## src/rtl/except_ctrl_pkg.sv

```systemverilog
// Shared definitions for the MEM-stage exception controller.
// Exception codes, exception flag bit positions, CP0 register numbers,
// the controller state type and the exception priority encoder.
package except_ctrl_pkg;

  // Exception codes handed to CP0 on o_excepttype
  localparam logic [31:0] EXC_NONE    = 32'h0000_0000;
  localparam logic [31:0] EXC_INT     = 32'h0000_0001;
  localparam logic [31:0] EXC_SYSCALL = 32'h0000_0008;
  localparam logic [31:0] EXC_INVALID = 32'h0000_000A;
  localparam logic [31:0] EXC_OV      = 32'h0000_000C;
  localparam logic [31:0] EXC_TRAP    = 32'h0000_000D;
  localparam logic [31:0] EXC_ERET    = 32'h0000_000E;

  // Bit positions inside the per-instruction exception flag word
  localparam int EXC_BIT_SYSCALL = 8;
  localparam int EXC_BIT_INVALID = 9;
  localparam int EXC_BIT_TRAP    = 10;
  localparam int EXC_BIT_OV      = 11;
  localparam int EXC_BIT_ERET    = 12;

  // CP0 register numbers used by MTC0
  localparam logic [4:0] CP0_REG_STATUS = 5'd12;
  localparam logic [4:0] CP0_REG_CAUSE  = 5'd13;
  localparam logic [4:0] CP0_REG_EPC    = 5'd14;

  typedef enum logic {
    ST_IDLE  = 1'b0,
    ST_FLUSH = 1'b1
  } state_t;

  // Fixed-priority encoder: interrupt first, ERET last.
  // flags is the [12:8] slice of the exception flag word.
  function automatic logic [31:0] prio_code(input logic int_req, input logic [4:0] flags);
    logic [31:0] code;
    code = EXC_NONE;
    if (int_req)                             code = EXC_INT;
    else if (flags[EXC_BIT_SYSCALL - 8])     code = EXC_SYSCALL;
    else if (flags[EXC_BIT_INVALID - 8])     code = EXC_INVALID;
    else if (flags[EXC_BIT_TRAP - 8])        code = EXC_TRAP;
    else if (flags[EXC_BIT_OV - 8])          code = EXC_OV;
    else if (flags[EXC_BIT_ERET - 8])        code = EXC_ERET;
    return code;
  endfunction

endpackage

```

## src/rtl/except_ctrl_cp0_bypass.sv

```systemverilog
// Purpose: forwards an MTC0 still in WB onto the effective Status/Cause/EPC.
// Latency: purely combinational, zero cycles.
// Backpressure: none; values follow their inputs every cycle.
// Ports: cp0_status/cause/epc (registered CP0 values), wb_we/waddr/wdata
// (MTC0 in WB), status_eff/cause_eff/epc_eff (forwarded values).
module cp0_bypass
  import except_ctrl_pkg::*;
(
  input  logic [31:0] cp0_status,
  input  logic [31:0] cp0_cause,
  input  logic [31:0] cp0_epc,
  input  logic        wb_we,
  input  logic [4:0]  wb_waddr,
  input  logic [31:0] wb_wdata,
  output logic [31:0] status_eff,
  output logic [31:0] cause_eff,
  output logic [31:0] epc_eff
);

  always_comb begin
    status_eff = cp0_status;
    cause_eff  = cp0_cause;
    epc_eff    = cp0_epc;
    if (wb_we && wb_waddr == CP0_REG_STATUS) status_eff = wb_wdata;
    if (wb_we && wb_waddr == CP0_REG_EPC)    epc_eff    = wb_wdata;
    // Only the software interrupt bits of Cause are writable by MTC0,
    // so only those are forwarded.
    if (wb_we && wb_waddr == CP0_REG_CAUSE)  cause_eff[9:8] = wb_wdata[9:8];
  end

endmodule

```

## src/rtl/except_ctrl.sv

```systemverilog
// Purpose: MEM-stage exception detection, prioritisation and flush/redirect sequencing.
// Latency: o_excepttype same cycle; o_flush/o_new_pc registered, held FLUSH_CYCLES cycles.
// Backpressure: none; exceptions arriving while flushing are discarded.
// Ports: i_mem_* (MEM instruction), i_cp0_* (registered CP0), i_wb_cp0_* (MTC0 in WB),
// o_excepttype/o_current_inst_addr/o_is_in_delayslot (to CP0), o_flush/o_new_pc (to pipeline).
module except_ctrl
  import except_ctrl_pkg::*;
#(
  parameter logic [31:0] EXC_VECTOR   = 32'h0000_0020,
  parameter int          FLUSH_CYCLES = 1
) (
  input  logic        clk,
  input  logic        rst,
  input  logic        i_mem_valid,
  input  logic [31:0] i_mem_pc,
  input  logic        i_mem_in_delayslot,
  input  logic [31:0] i_mem_except,
  input  logic [31:0] i_cp0_status,
  input  logic [31:0] i_cp0_cause,
  input  logic [31:0] i_cp0_epc,
  input  logic        i_wb_cp0_we,
  input  logic [4:0]  i_wb_cp0_waddr,
  input  logic [31:0] i_wb_cp0_wdata,
  output logic [31:0] o_excepttype,
  output logic [31:0] o_current_inst_addr,
  output logic        o_is_in_delayslot,
  output logic        o_flush,
  output logic [31:0] o_new_pc
);

  localparam logic [3:0] CNT_INIT = 4'(FLUSH_CYCLES - 1);

  logic [31:0] status_eff, cause_eff, epc_eff;
  logic        int_req;
  state_t      state, state_nxt;
  logic [3:0]  cnt, cnt_nxt;
  logic        flush_nxt;
  logic [31:0] new_pc_nxt;

  cp0_bypass u_bypass (
    .cp0_status (i_cp0_status),
    .cp0_cause  (i_cp0_cause),
    .cp0_epc    (i_cp0_epc),
    .wb_we      (i_wb_cp0_we),
    .wb_waddr   (i_wb_cp0_waddr),
    .wb_wdata   (i_wb_cp0_wdata),
    .status_eff (status_eff),
    .cause_eff  (cause_eff),
    .epc_eff    (epc_eff)
  );

  // Pending & enabled, interrupts globally enabled (IE), not already in exception level (EXL)
  assign int_req = (|(cause_eff[15:8] & status_eff[15:8])) && status_eff[0] && !status_eff[1];

  // Instructions in MEM during a flush are being squashed and must not reach CP0
  assign o_excepttype = (i_mem_valid && state == ST_IDLE) ? prio_code(int_req, i_mem_except[12:8])
                                                          : EXC_NONE;
  assign o_current_inst_addr = i_mem_pc;
  assign o_is_in_delayslot   = i_mem_in_delayslot;

  always_comb begin
    state_nxt  = state;
    cnt_nxt    = cnt;
    flush_nxt  = o_flush;
    new_pc_nxt = o_new_pc;
    case (state)
      ST_IDLE: begin
        if (o_excepttype != EXC_NONE) begin
          state_nxt  = ST_FLUSH;
          cnt_nxt    = CNT_INIT;
          flush_nxt  = 1'b1;
          new_pc_nxt = (o_excepttype == EXC_ERET) ? epc_eff : EXC_VECTOR;
        end
      end
      ST_FLUSH: begin
        if (cnt == 4'd0) begin
          state_nxt = ST_IDLE;
          flush_nxt = 1'b0;
        end else begin
          cnt_nxt = cnt - 4'd1;
        end
      end
      default: begin
        state_nxt = ST_IDLE;
        flush_nxt = 1'b0;
      end
    endcase
  end

  always_ff @(posedge clk or posedge rst) begin
    if (rst) begin
      state    <= ST_IDLE;
      cnt      <= 4'd0;
      o_flush  <= 1'b0;
      o_new_pc <= 32'h0;
    end else begin
      state    <= state_nxt;
      cnt      <= cnt_nxt;
      o_flush  <= flush_nxt;
      o_new_pc <= new_pc_nxt;
    end
  end

endmodule

```

## config.mk

```make
export PLATFORM = sky130hd
export DESIGN_NAME = except_ctrl
export DESIGN_NICKNAME = d
export VERILOG_FILES = /design/src/rtl/except_ctrl_pkg.sv /design/src/rtl/except_ctrl_cp0_bypass.sv /design/src/rtl/except_ctrl.sv
export SDC_FILE = /design/constraint.sdc
export NUM_CORES = 1
export LEC_CHECK = 0
export ABC_AREA = 1
export CAP_MARGIN = 20
export CORE_AREA = 2 2 118 120
export DETAILED_ROUTE_END_ITERATION = 8
export DIE_AREA = 0 0 120 122
export PLACE_DENSITY = 0.83
export RECOVER_POWER = 25
export SLEW_MARGIN = 20
export SYNTH_ARGS = -nofsm -noshare
export SYNTH_HDL_FRONTEND = slang
export SYNTH_HIERARCHICAL = 1
export SYNTH_SLANG_ARGS = --single-unit
```

## constraint.sdc

```tcl
create_clock -name clk -period 3.95 [get_ports clk]
set_input_delay 0.395 -clock clk [delete_from_list [all_inputs] [get_ports clk]]
set_output_delay 0.395 -clock clk [all_outputs]
set_load 0.005 [all_outputs]
```

* Yosys cells after proc, flatten, opt, wreduce, memory -nomap -nowiden
Cells that the tools add are included.
** Storage, ports and cells
- Flip-flop bits (word level) :: 38
- Input bits :: 202
- Output and inout bits :: 98
- Logic and storage cells :: 47
** Cells by class
- Add/sub/neg operators :: 1
- Equality and inequality tests :: 7
- Multiplexer cells :: 20
- Bitwise logic cells :: 2
- Reductions and logical operators :: 13
** Operator list (count)
- 32-bit two-way mux :: 3
- 32-bit by 4-bit == test with 1-bit output, second input constant :: 1
- 4-bit two-way mux :: 8
- 32-bit nonzero test :: 1
- 16-bit two-way mux :: 1
- 5-bit by 4-bit == test with 1-bit output, second input constant :: 3
- 8-bit AND :: 1
- 4-bit one-hot mux with 2 select lines :: 1
- 8-bit OR reduction :: 1
- 1-bit logical AND :: 6
- 2-bit AND reduction :: 3
- 4-bit zero test :: 1
- 1-bit two-way mux :: 4
- 2-bit by 1-bit != test with 1-bit output, second input constant :: 2
- 1-bit one-hot mux with 2 select lines :: 2
- 4-bit by 1-bit subtractor with 4-bit output, second input constant :: 1
- 2-bit two-way mux :: 1
- 2-bit != test, second input constant :: 1
- 1-bit zero test :: 1
- 1-bit NOT :: 1

* Longest topological paths before layout
Gate-level depths: netlist of the first run.
- Depth after elaboration :: 12
- Gate-level depth with buffers :: 16
- Mapped depth without buffers :: 15

* Cells and area by module
The synthesis of the first run kept the hierarchy.
** Modules (own cells, without submodules)
- except_ctrl :: times used 1, cells each 285, area an instance 2464.9 um2, sequential area each 950.9 um2
- cp0_bypass :: times used 1, cells each 264, area an instance 1345.0 um2, sequential area each 0.0 um2

* Worst setup path before layout of the first run
OpenSTA, ideal clock, no wires.
- Path kind :: input -> output
- Start point :: in i_wb_cp0_we
- End point :: out o_excepttype[3]
- Data arrival time :: 1.757 ns
- Setup slack :: 1.798 ns
- Cell stages on the path :: 15
- Path buffers :: 3
- Path through :: inv_1 -> nor2_8 -> nand3_2 -> buf_2 -> nand2_1 -> nand2_1 -> nand2_1 -> nand2_1 -> nor2_1 -> nand2_1 -> nand2_1 -> nand2_1 -> buf_4 -> buf_2 -> inv_1
** Between the ends
- Word-level cells in the longest chain between the ends :: 8
- Elaborated cells between the ends (all ways) :: 11
- Those cells by class :: mux: 4; bitwise: 1; reduce/logical: 6
** Ends and longest elaborated chain
- from (decl) :: line except_ctrl.sv:21 : input logic i_wb_cp0_we,
- 1-bit logical AND :: line except_ctrl_cp0_bypass.sv:24 : if (wb_we && wb_waddr == CP0_REG_STATUS) status_eff = wb_wdata;
- 16-bit two-way mux :: line except_ctrl_cp0_bypass.sv:24
- via status_eff[11] :: line except_ctrl.sv:33 : logic [31:0] status_eff, cause_eff, epc_eff;
- 8-bit AND :: line except_ctrl.sv:53 : assign int_req = (|(cause_eff[15:8] & status_eff[15:8])) && status_eff[0] && !status_eff[1];
- 8-bit OR reduction :: line except_ctrl.sv:53
- 1-bit logical AND (2 in a row) :: line except_ctrl.sv:53
- 4-bit two-way mux :: line except_ctrl_pkg.sv:37 : if (int_req) code = EXC_INT;
- 32-bit two-way mux :: line except_ctrl.sv:56 : assign o_excepttype = (i_mem_valid && state == ST_IDLE) ? prio_code(int_req, i_mem_except[12:8])
- to (decl) :: line except_ctrl.sv:24 : output logic [31:0] o_excepttype,
The timed path passes the listed nets, and every way through them passes these cells.

* Final worst setup path of the first run
- Start point :: in i_wb_cp0_waddr[0]
- End point :: out o_excepttype[3]
** Between the ends
- Word-level cells in the longest chain between the ends :: 9
- Elaborated cells between the ends (all ways) :: 13
- Those cells by class :: eq/ne: 2; mux: 4; bitwise: 1; reduce/logical: 6
** Ends and longest elaborated chain
- from (decl) :: line except_ctrl.sv:22 : input logic [4:0] i_wb_cp0_waddr,
- 5-bit by 4-bit == test with 1-bit output :: line except_ctrl_cp0_bypass.sv:24
- 1-bit logical AND :: line except_ctrl_cp0_bypass.sv:24
- 16-bit two-way mux :: line except_ctrl_cp0_bypass.sv:24
- via status_eff[8] :: line except_ctrl.sv:33
- 8-bit AND :: line except_ctrl.sv:53
- 8-bit OR reduction :: line except_ctrl.sv:53
- 1-bit logical AND (2 in a row) :: line except_ctrl.sv:53
- 4-bit two-way mux :: line except_ctrl_pkg.sv:37
- 32-bit two-way mux :: line except_ctrl.sv:56
The timed path passes the listed nets, and every way through them passes these cells.

==> flow_metrics.env, run 1 <==
export IMPL_outcome="finished with violations"
export IMPL_violations="capacitance limit, slew limit"
export IMPL_ctsResizeCount=0
export IMPL_layout_drive_gt1_share_pct=9.60
export IMPL_antenna_found_initial=0
export IMPL_grt_pass1_wl_mm=15.4
export IMPL_syn_inst=456
export IMPL_clk_pin_slew_ns=0.06
export IMPL_route_detailed_vias_per_inst=4.29
export IMPL_cts_setup_buffers=0
export IMPL_finalSetupTns_ns=0
export IMPL_initial_core_util_pct=24.7
export IMPL_finalClockSkew_ns=0.00616
export IMPL_final_cell_mix="nand2_1, clkdlybuf4s50_1, nand3_1, dfrtp_1, conb_1"
export IMPL_tightestPinTransition_ns=1.51
export IMPL_maxClockFrequency_ghz=0.304
export IMPL_vdd_drop_max_uv=183
export IMPL_drt_wl_total_mm=10.0
export IMPL_die_height_um=122
export IMPL_cts_root_buf="clkbuf_16"
export IMPL_seqCellArea_um2=951
export IMPL_dpl_hpwl_mm=7.59
export IMPL_die_area_um2=14600
export IMPL_drt_pass1_iterations=4
export IMPL_ant_nets=0
export IMPL_yosys_warnings=6
export IMPL_avgRoutedWirePerCell_um=14.1
export IMPL_first_iter_violations=165
export IMPL_power_mw=1.36
export IMPL_io_buffers=132
export IMPL_final_nets=735
export IMPL_tritoncts="yes"
export IMPL_whs_ns=0.496
export IMPL_first_global_vias=2936
export IMPL_synth_avg_cell_area_um2=7.30
export IMPL_worst_setup_path_start_kind="input pin"
export IMPL_grt_overflow_total=0
export IMPL_fin_util_pct=32.7
export IMPL_grt_total_usage_pct=13.6
export IMPL_die_x_um=120
export IMPL_finalSetupViolations=0
export IMPL_period_share_pct=83.3
export IMPL_ctsHoldBuffers=0
export IMPL_clock_sinks=38
export IMPL_drc_errors=0
export IMPL_ios=300
export IMPL_power_leakage_nw=2.14
export IMPL_rows=43
export IMPL_final_area_um2=4410
export IMPL_fillerInstances=1419
export IMPL_report_final_slew_viol_count=39
export IMPL_htree_levels=2
export IMPL_rsz0062_at_grt="no"
export IMPL_endpoint_kind="output pin"
export IMPL_arrival_ns=2.89
export IMPL_slew_headroom_pct=-1.07
export IMPL_worstSetupPathType="input pin to output pin"
export IMPL_critPathMaxFanout=11
export IMPL_final_hold_viol_count=0
export IMPL_grt_max_degree=39
export IMPL_hold_class="register to register"
export IMPL_dr_total_vias=3051
export IMPL_crit_required_ns=3.56
export IMPL_core_um2=13500
export IMPL_max_cap_violations=1
export IMPL_post_route_min_period_ns=3.29
export IMPL_layout_commonest_cell="nand2_1"
export IMPL_cts_made_buffers=5
export IMPL_powerDensity_nw_per_um2=308
export IMPL_cts_buffer_depth=2
export IMPL_routabilityCongestion=0.755
export IMPL_postPlaceCellArea_um2=4250
export IMPL_insertion_delay_ns=0.28
export IMPL_multi_input_area_um2=1630
export IMPL_syn_area_um2=3330
export IMPL_syn_to_final_growth_pct=32.5
export IMPL_antenna_cells=0
## area by class of cell
cell class	instances	share of cell area (%)
Clock inverter	1	0.680
Tap cell	180	5.10
Multi-Input combinational cell	328	37.0
Timing Repair Buffer	137	30.8
Sequential cell	38	21.5
Clock buffer	6	3.15
Inverter	21	1.79
## per-stage QoR
step | setup WS (ns) | std cells
floorplan | 1.86 | 483
global placement | 0.667 | 704
detailed placement | 0.605 | 704
CTS | 0.598 | 711
global route | 0.387 | 711
finish | 0.661 | 711
## critical path: stages
cell and delay (ns):
clkdlybuf4s50_1 0.52, nor2_4 0.31, nand3_2 0.25, nand2_1 0.12, nand2_1 0.05, nand2_1 0.06
nand2_1 0.05, nor2_1 0.13, nand2_1 0.15, nand2_1 0.15, nand2_1 0.12, inv_1 0.08
clkdlybuf4s50_1 0.51
## flip-flops by register name, indices dropped and copies added (netlist names)
signal,count
cnt,4
o_new_pc,32
o_flush,1
state,1
## worst paths after layout
path                                   start               to  slack [ns]  cells after the start
setup / recovery           i_wb_cp0_waddr[0]  o_excepttype[3]        0.66                     13
hold / removal                  o_new_pc[21]     o_new_pc[21]        0.50                      2
setup reg to reg                       state     o_new_pc[12]        2.15                      7
hold reg to reg                 o_new_pc[21]     o_new_pc[21]        0.50                      2
max in group asynchronous                rst      o_new_pc[5]        2.04                      2
min in group asynchronous                rst      o_new_pc[0]        1.02                      2
## routing by layer
layer	global-route usage (%)	wire (um)	up-vias
met5	0	0	-
met4	5.22	279	0
met3	1.69	467	30
met2	24.3	4960	117
met1	16.6	4330	1391
li1	-	-	1513
## report_power, final
part	internal [mW]	total (mW)	switching (mW)	leakage [nW]
registers	0.428	0.453	0.0253	0.513
logic	0.202	0.442	0.240	1.54
clock network	0.312	0.464	0.153	0.0829
total	0.941	1.36	0.418	2.14
No activity file was read; power rests on OpenSTA's default activity.
==> inputs of run 2 (changes only) <==
- PLACE_DENSITY: 0.83 -> 0.86
- clock period: 3.95 -> 2.8 ns (I/O delays scaled with it)
==> run 2 against run 1 <==
Cell count is 2.5% higher. Sequential power is 41% higher. Clock power is 63% higher. Hold slack hardly changed. Global-route usage hardly changed. Die area stayed put. The run ends with capacitance limit left. Largest power group unchanged. Register-to-register slack worse by 0.94 ns. Clock-buffer cell count stayed put. Via count is 3.6% higher.
==> flow_metrics.env, run 2 (synthesis results as in run 1) <==
export IMPL_outcome="finished with violations"
export IMPL_violations="capacitance limit"
export IMPL_slew_headroom_pct=1.52
export IMPL_antenna_found_initial=0
export IMPL_whs_ns=0.497
export IMPL_post_route_min_period_ns=2.64
export IMPL_grt_overflow_total=0
export IMPL_vdd_drop_max_uv=308
export IMPL_io_buffers=132
export IMPL_antenna_cells=0
export IMPL_reg_top3="o_new_pc: 32 flops, cnt: 4 flops"
export IMPL_cp_cell_sequence="clkdlybuf4s50_1, nor2_4, buf_4, nand3_4, nand2_1, nand2_1, nand2_1, nand2_1, nor2_2, nand2_2, nand2_4, nand2_2, inv_1, clkdlybuf4s50_1"
export IMPL_clock_sinks=38
export IMPL_maxClockFrequency_ghz=0.379
export IMPL_htree_levels=2
export IMPL_worst_setup_path_start_kind="input pin"
export IMPL_power_mw=2.04
export IMPL_r2r_cells=6
export IMPL_ant_nets=0
export IMPL_tritoncts="yes"
export IMPL_ios=300
export IMPL_cts_root_buf="clkbuf_16"
export IMPL_die_area_um2=14600
export IMPL_report_final_slew_viol_count=0
export IMPL_first_global_vias=3161
export IMPL_cpMostUsedCell="nand2_1"
export IMPL_dr_total_vias=3162
export IMPL_initial_core_util_pct=24.7
export IMPL_r2r_start="state"
export IMPL_layout_commonest_cell="nand2_1"
export IMPL_whs_path_depth=2
export IMPL_rsz0062_at_grt="no"
export IMPL_period_share_pct=94.2
export IMPL_cpMaxStageDelayCell="clkdlybuf4s50_1"
export IMPL_layout_drive_gt1_share_pct=13.8
export IMPL_die_height_um=122
export IMPL_ctsHoldBuffers=0
export IMPL_cts_made_buffers=5
export IMPL_grt_pass1_wl_mm=15.8
export IMPL_finalSetupTns_ns=0
export IMPL_endpoint_kind="output pin"
export IMPL_route_detailed_vias_per_inst=4.34
export IMPL_grt_max_degree=39
export IMPL_fin_util_pct=34.2
export IMPL_cts_buffer_depth=2
export IMPL_crit_required_ns=2.52
export IMPL_syn_to_final_growth_pct=38.5
export IMPL_drt_wl_total_mm=10.1
export IMPL_routabilityCongestion=0.729
export IMPL_crit_path_max_incr_delay_ns=0.51
export IMPL_finalSetupViolations=0
export IMPL_die_x_um=120
export IMPL_powerDensity_nw_per_um2=442
export IMPL_avgRoutedWirePerCell_um=13.8
export IMPL_regMostFlops="o_new_pc"
export IMPL_cp_startpoint="i_wb_cp0_waddr[1]"
export IMPL_final_hold_viol_count=0
export IMPL_max_cap_violations=1
export IMPL_drt_pass1_iterations=5
export IMPL_finalClockSkew_ns=0.00650
export IMPL_min_from="o_new_pc[17]"
export IMPL_rows=43
export IMPL_dpl_hpwl_mm=7.85
export IMPL_drc_errors=0
export IMPL_power_leakage_nw=2.29
export IMPL_largest_reg_flops=32
export IMPL_arrival_ns=2.36
export IMPL_first_iter_violations=138
export IMPL_insertion_delay_ns=0.28
export IMPL_clk_pin_slew_ns=0.05
export IMPL_critPathMaxFanout=5
export IMPL_core_um2=13500
export IMPL_final_nets=752
export IMPL_worstSetupPathType="input pin to output pin"
export IMPL_grt_total_usage_pct=13.6
export IMPL_tightestPinTransition_ns=1.48
export IMPL_final_cell_mix="nand2_1, clkdlybuf4s50_1, nand3_1, dfrtp_1, conb_1"
export IMPL_hold_class="register to register"
-- run 2: changes by cell type in the layout (fill, tap and decap cells not counted), sizes merged --
cell           delta
buf              +15
clkdlybuf4s50     -5
dlymetal6s2s      +4
bufinv            +1
dlygate4sd2       +1
nand3             +1
nor2              +1
-- run 2: cell type report --
type | instances | area, um2
flip-flops and latches | 38 | 951
fillers | 1419 | 8890
repair buffers | 152 | 1480
inverters | 21 | 78.8
multi-input cells | 330 | 1680
well taps | 180 | 225
clock inverters | 2 | 60.1
clock buffers | 6 | 139
-- run 2: metrics by stage --
stage          setup slack [ns]  cell area, um2  std cells
2_1_floorplan             0.937            3430        483
5_1_grt                 0.00475            4610        729
3_3_place_gp            -0.0514            4330        715
4_1_cts                  0.0252            4550        724
6_report                  0.162            4610        729
3_5_place_dp            -0.0546            4330        715
-- run 2: final timing paths --
path	to	slack, ns
setup / recovery	o_excepttype[3]	0.16
max in group asynchronous	o_new_pc[5]	1.04
hold / removal	o_new_pc[17]	0.50
setup reg to reg	o_new_pc[24]	1.21
hold reg to reg	o_new_pc[17]	0.50
min in group asynchronous	o_new_pc[23]	0.88
-- run 2: power by group --
group / switching [mW] / internal (mW)
combinational: 0.344 / 0.300
clock: 0.221 / 0.535
sequential: 0.0332 / 0.604
-- run 2: worst max-delay path, delay by kind of cell --
kind	cells	cell delay, ns
buffers and inverters	4	1.18
and+or+nand+nor	10	0.89
-- run 2: what timing repair did --
item | 4_1_cts | 5_1_grt
pin swaps | 1 | 5
setup endpoints to repair | 4 | 4
gates cloned | 1 | 1
resized for setup | 5 | 10
setup buffers | 0 | 4
-- run 2: metal layers --
layer	GRT usage [%]	vias up	routed length, um
met1	17.0	1459	4310
met4	5.29	0	257
met3	1.64	25	518
met5	0	-	0
met2	24.0	130	5010
li1	-	1548	-
==> inputs of run 3 (changes only) <==
- MAX_ROUTING_LAYER: not set -> met4
==> run 3 against run 2 <==
The flow now finishes without violations. Clock power about the same. Utilization unchanged. Design area unchanged. Clock skew decreased by 0.00067 ns. Hold slack about the same. Combinational power about the same. Fmax decreased by 0.24%. Sequential power about the same. Largest power group unchanged. Highest routed layer unchanged.
==> flow_metrics.env, run 3 (synthesis results as in run 1) <==
export IMPL_report_final_slew_viol_count=0
export IMPL_endpoint_kind="output pin"
export IMPL_dp_slack_ns=-0.0546
export IMPL_clk_pin_slew_ns=0.05
export IMPL_drc_errors=0
export IMPL_rsz0062_at_grt="no"
export IMPL_period_share_pct=94.5
export IMPL_grt_pass1_wl_mm=15.8
export IMPL_rows=43
export IMPL_first_global_vias=3163
export IMPL_cts_buffer_depth=2
export IMPL_syn_to_final_growth_pct=38.5
export IMPL_ios=300
export IMPL_dpl_hpwl_mm=7.85
export IMPL_r2r_cells=6
export IMPL_antenna_found_initial=0
export IMPL_regMostFlops="o_new_pc"
export IMPL_cts_made_buffers=5
export IMPL_powerDensity_nw_per_um2=441
export IMPL_tightestPinTransition_ns=1.47
export IMPL_drt_pass1_iterations=4
export IMPL_insertion_delay_ns=0.28
export IMPL_crit_required_ns=2.52
export IMPL_slew_headroom_pct=1.96
export IMPL_grt_overflow_total=0
export IMPL_route_detailed_vias_per_inst=4.34
export IMPL_finalSetupTns_ns=0
export IMPL_final_cell_mix="nand2_1, clkdlybuf4s50_1, nand3_1, dfrtp_1, conb_1"
export IMPL_vdd_drop_max_uv=306
export IMPL_reg_top3="o_new_pc: 32 flops, cnt: 4 flops"
export IMPL_outcome="complete, no violations"
export IMPL_p_int_mw=1.44
export IMPL_final_nets=752
export IMPL_post_route_min_period_ns=2.64
export IMPL_htree_levels=2
export IMPL_layout_commonest_cell="nand2_1"
export IMPL_fillerInstances=1419
export IMPL_core_um2=13500
export IMPL_worst_setup_path_start_kind="input pin"
export IMPL_grt_max_degree=39
export IMPL_grt_total_usage_pct=14.0
export IMPL_avgRoutedWirePerCell_um=13.9
export IMPL_ant_nets=0
export IMPL_p_sw_uw=597
export IMPL_power_mw=2.04
export IMPL_tritoncts="yes"
export IMPL_maxClockFrequency_ghz=0.378
export IMPL_dr_total_vias=3165
export IMPL_clock_sinks=38
export IMPL_postPlaceCellArea_um2=4330
export IMPL_drt_wl_total_mm=10.1
export IMPL_initial_core_util_pct=24.7
export IMPL_largest_reg_flops=32
export IMPL_arrival_ns=2.36
export IMPL_final_hold_viol_count=0
export IMPL_worstSetupPathType="input pin to output pin"
export IMPL_layout_drive_gt1_share_pct=13.8
export IMPL_power_leakage_nw=2.29
export IMPL_hold_class="register to register"
export IMPL_cts_root_buf="clkbuf_16"
export IMPL_io_buffers=132
export IMPL_p_sw_share_pct=29.3
export IMPL_whs_ns=0.496
export IMPL_finalWorstSetupSlack_ns=0.155
export IMPL_finalSetupViolations=0
export IMPL_critPathMaxFanout=5
export IMPL_antenna_cells=0
export IMPL_clkPwrFrac_pct=37.1
export IMPL_die_x_um=120
export IMPL_routabilityCongestion=0.738
export IMPL_first_iter_violations=140
export IMPL_max_cap_violations=0
export IMPL_pwr_share_comb_pct=31.7
export IMPL_whs_path_depth=2
export IMPL_die_height_um=122
export IMPL_finalClockSkew_ns=0.00583
export IMPL_seqPwrFrac_pct=31.3
export IMPL_final_area_um2=4610
export IMPL_die_area_um2=14600
## run 3: cell counts in the layout (fill, tap and decap cells not counted)
No cell type changed its count.
## run 3: path summary, 6_finish.rpt
kind | slack, ns | start | end
worst max register to register | 1.21 | state | o_new_pc[30]
worst min-delay path | 0.50 | o_new_pc[17] | o_new_pc[17]
max in group asynchronous | 1.05 | rst | o_new_pc[5]
worst min register to register | 0.50 | o_new_pc[17] | o_new_pc[17]
min in group asynchronous | 0.88 | rst | o_new_pc[23]
worst max-delay path | 0.16 | i_wb_cp0_waddr[1] | o_excepttype[3]
## run 3: layer usage
metal	global-route usage, %	vias up	wire length [um]
met5	-	-	0
met1	16.9	1462	4300
met4	5.29	0	258
li1	-	1550	-
met2	24.0	128	5030
met3	1.59	25	512
## run 3: cell type report
| type | instances | area [um2] | area share, % |
|---|---|---|---|
| repair buffers | 152 | 1480 | 32.1 |
| clock buffers | 6 | 139 | 3.01 |
| flip-flops and latches | 38 | 951 | 20.6 |
| well taps | 180 | 225 | 4.88 |
| multi-input cells | 330 | 1680 | 36.4 |
| inverters | 21 | 78.8 | 1.71 |
| clock inverters | 2 | 60.1 | 1.30 |
## run 3: metrics by stage
stage	instances	util, %
4_1_cts	724	33.7
5_1_grt	729	34.2
6_report	729	34.2
2_1_floorplan	483	-
3_5_place_dp	715	32.0
3_3_place_gp	715	32.0
## run 3: power by group through the flow
stage / sequential (mW) / clock, mW / combinational (mW)
6_report: 0.637 / 0.754 / 0.644
5_1_grt: 0.646 / 0.795 / 0.720
4_1_cts: 0.636 / 0.768 / 0.641
3_5_place_dp: 0.646 / 0 / 0.636
2_1_floorplan: 0.644 / 0 / 0.445
3_3_place_gp: 0.646 / 0 / 0.620
## run 3: worst max-delay path: stages
cell and delay (ns):
clkdlybuf4s50_1 0.49, nor2_4 0.16, buf_4 0.13, nand3_4 0.10, nand2_1 0.08, nand2_1 0.05, nand2_1 0.06, nand2_1 0.04
nor2_1 0.12, nand2_2 0.12, nand2_4 0.10, nand2_2 0.07, inv_1 0.05, clkdlybuf4s50_1 0.51
## run 3: what timing repair did
action,in CTS,in global routing
gates resized for setup,5,10
pin swaps,1,5
setup endpoints to repair,4,4
hold buffers,0,0
gates cloned,1,1
setup buffers,0,4
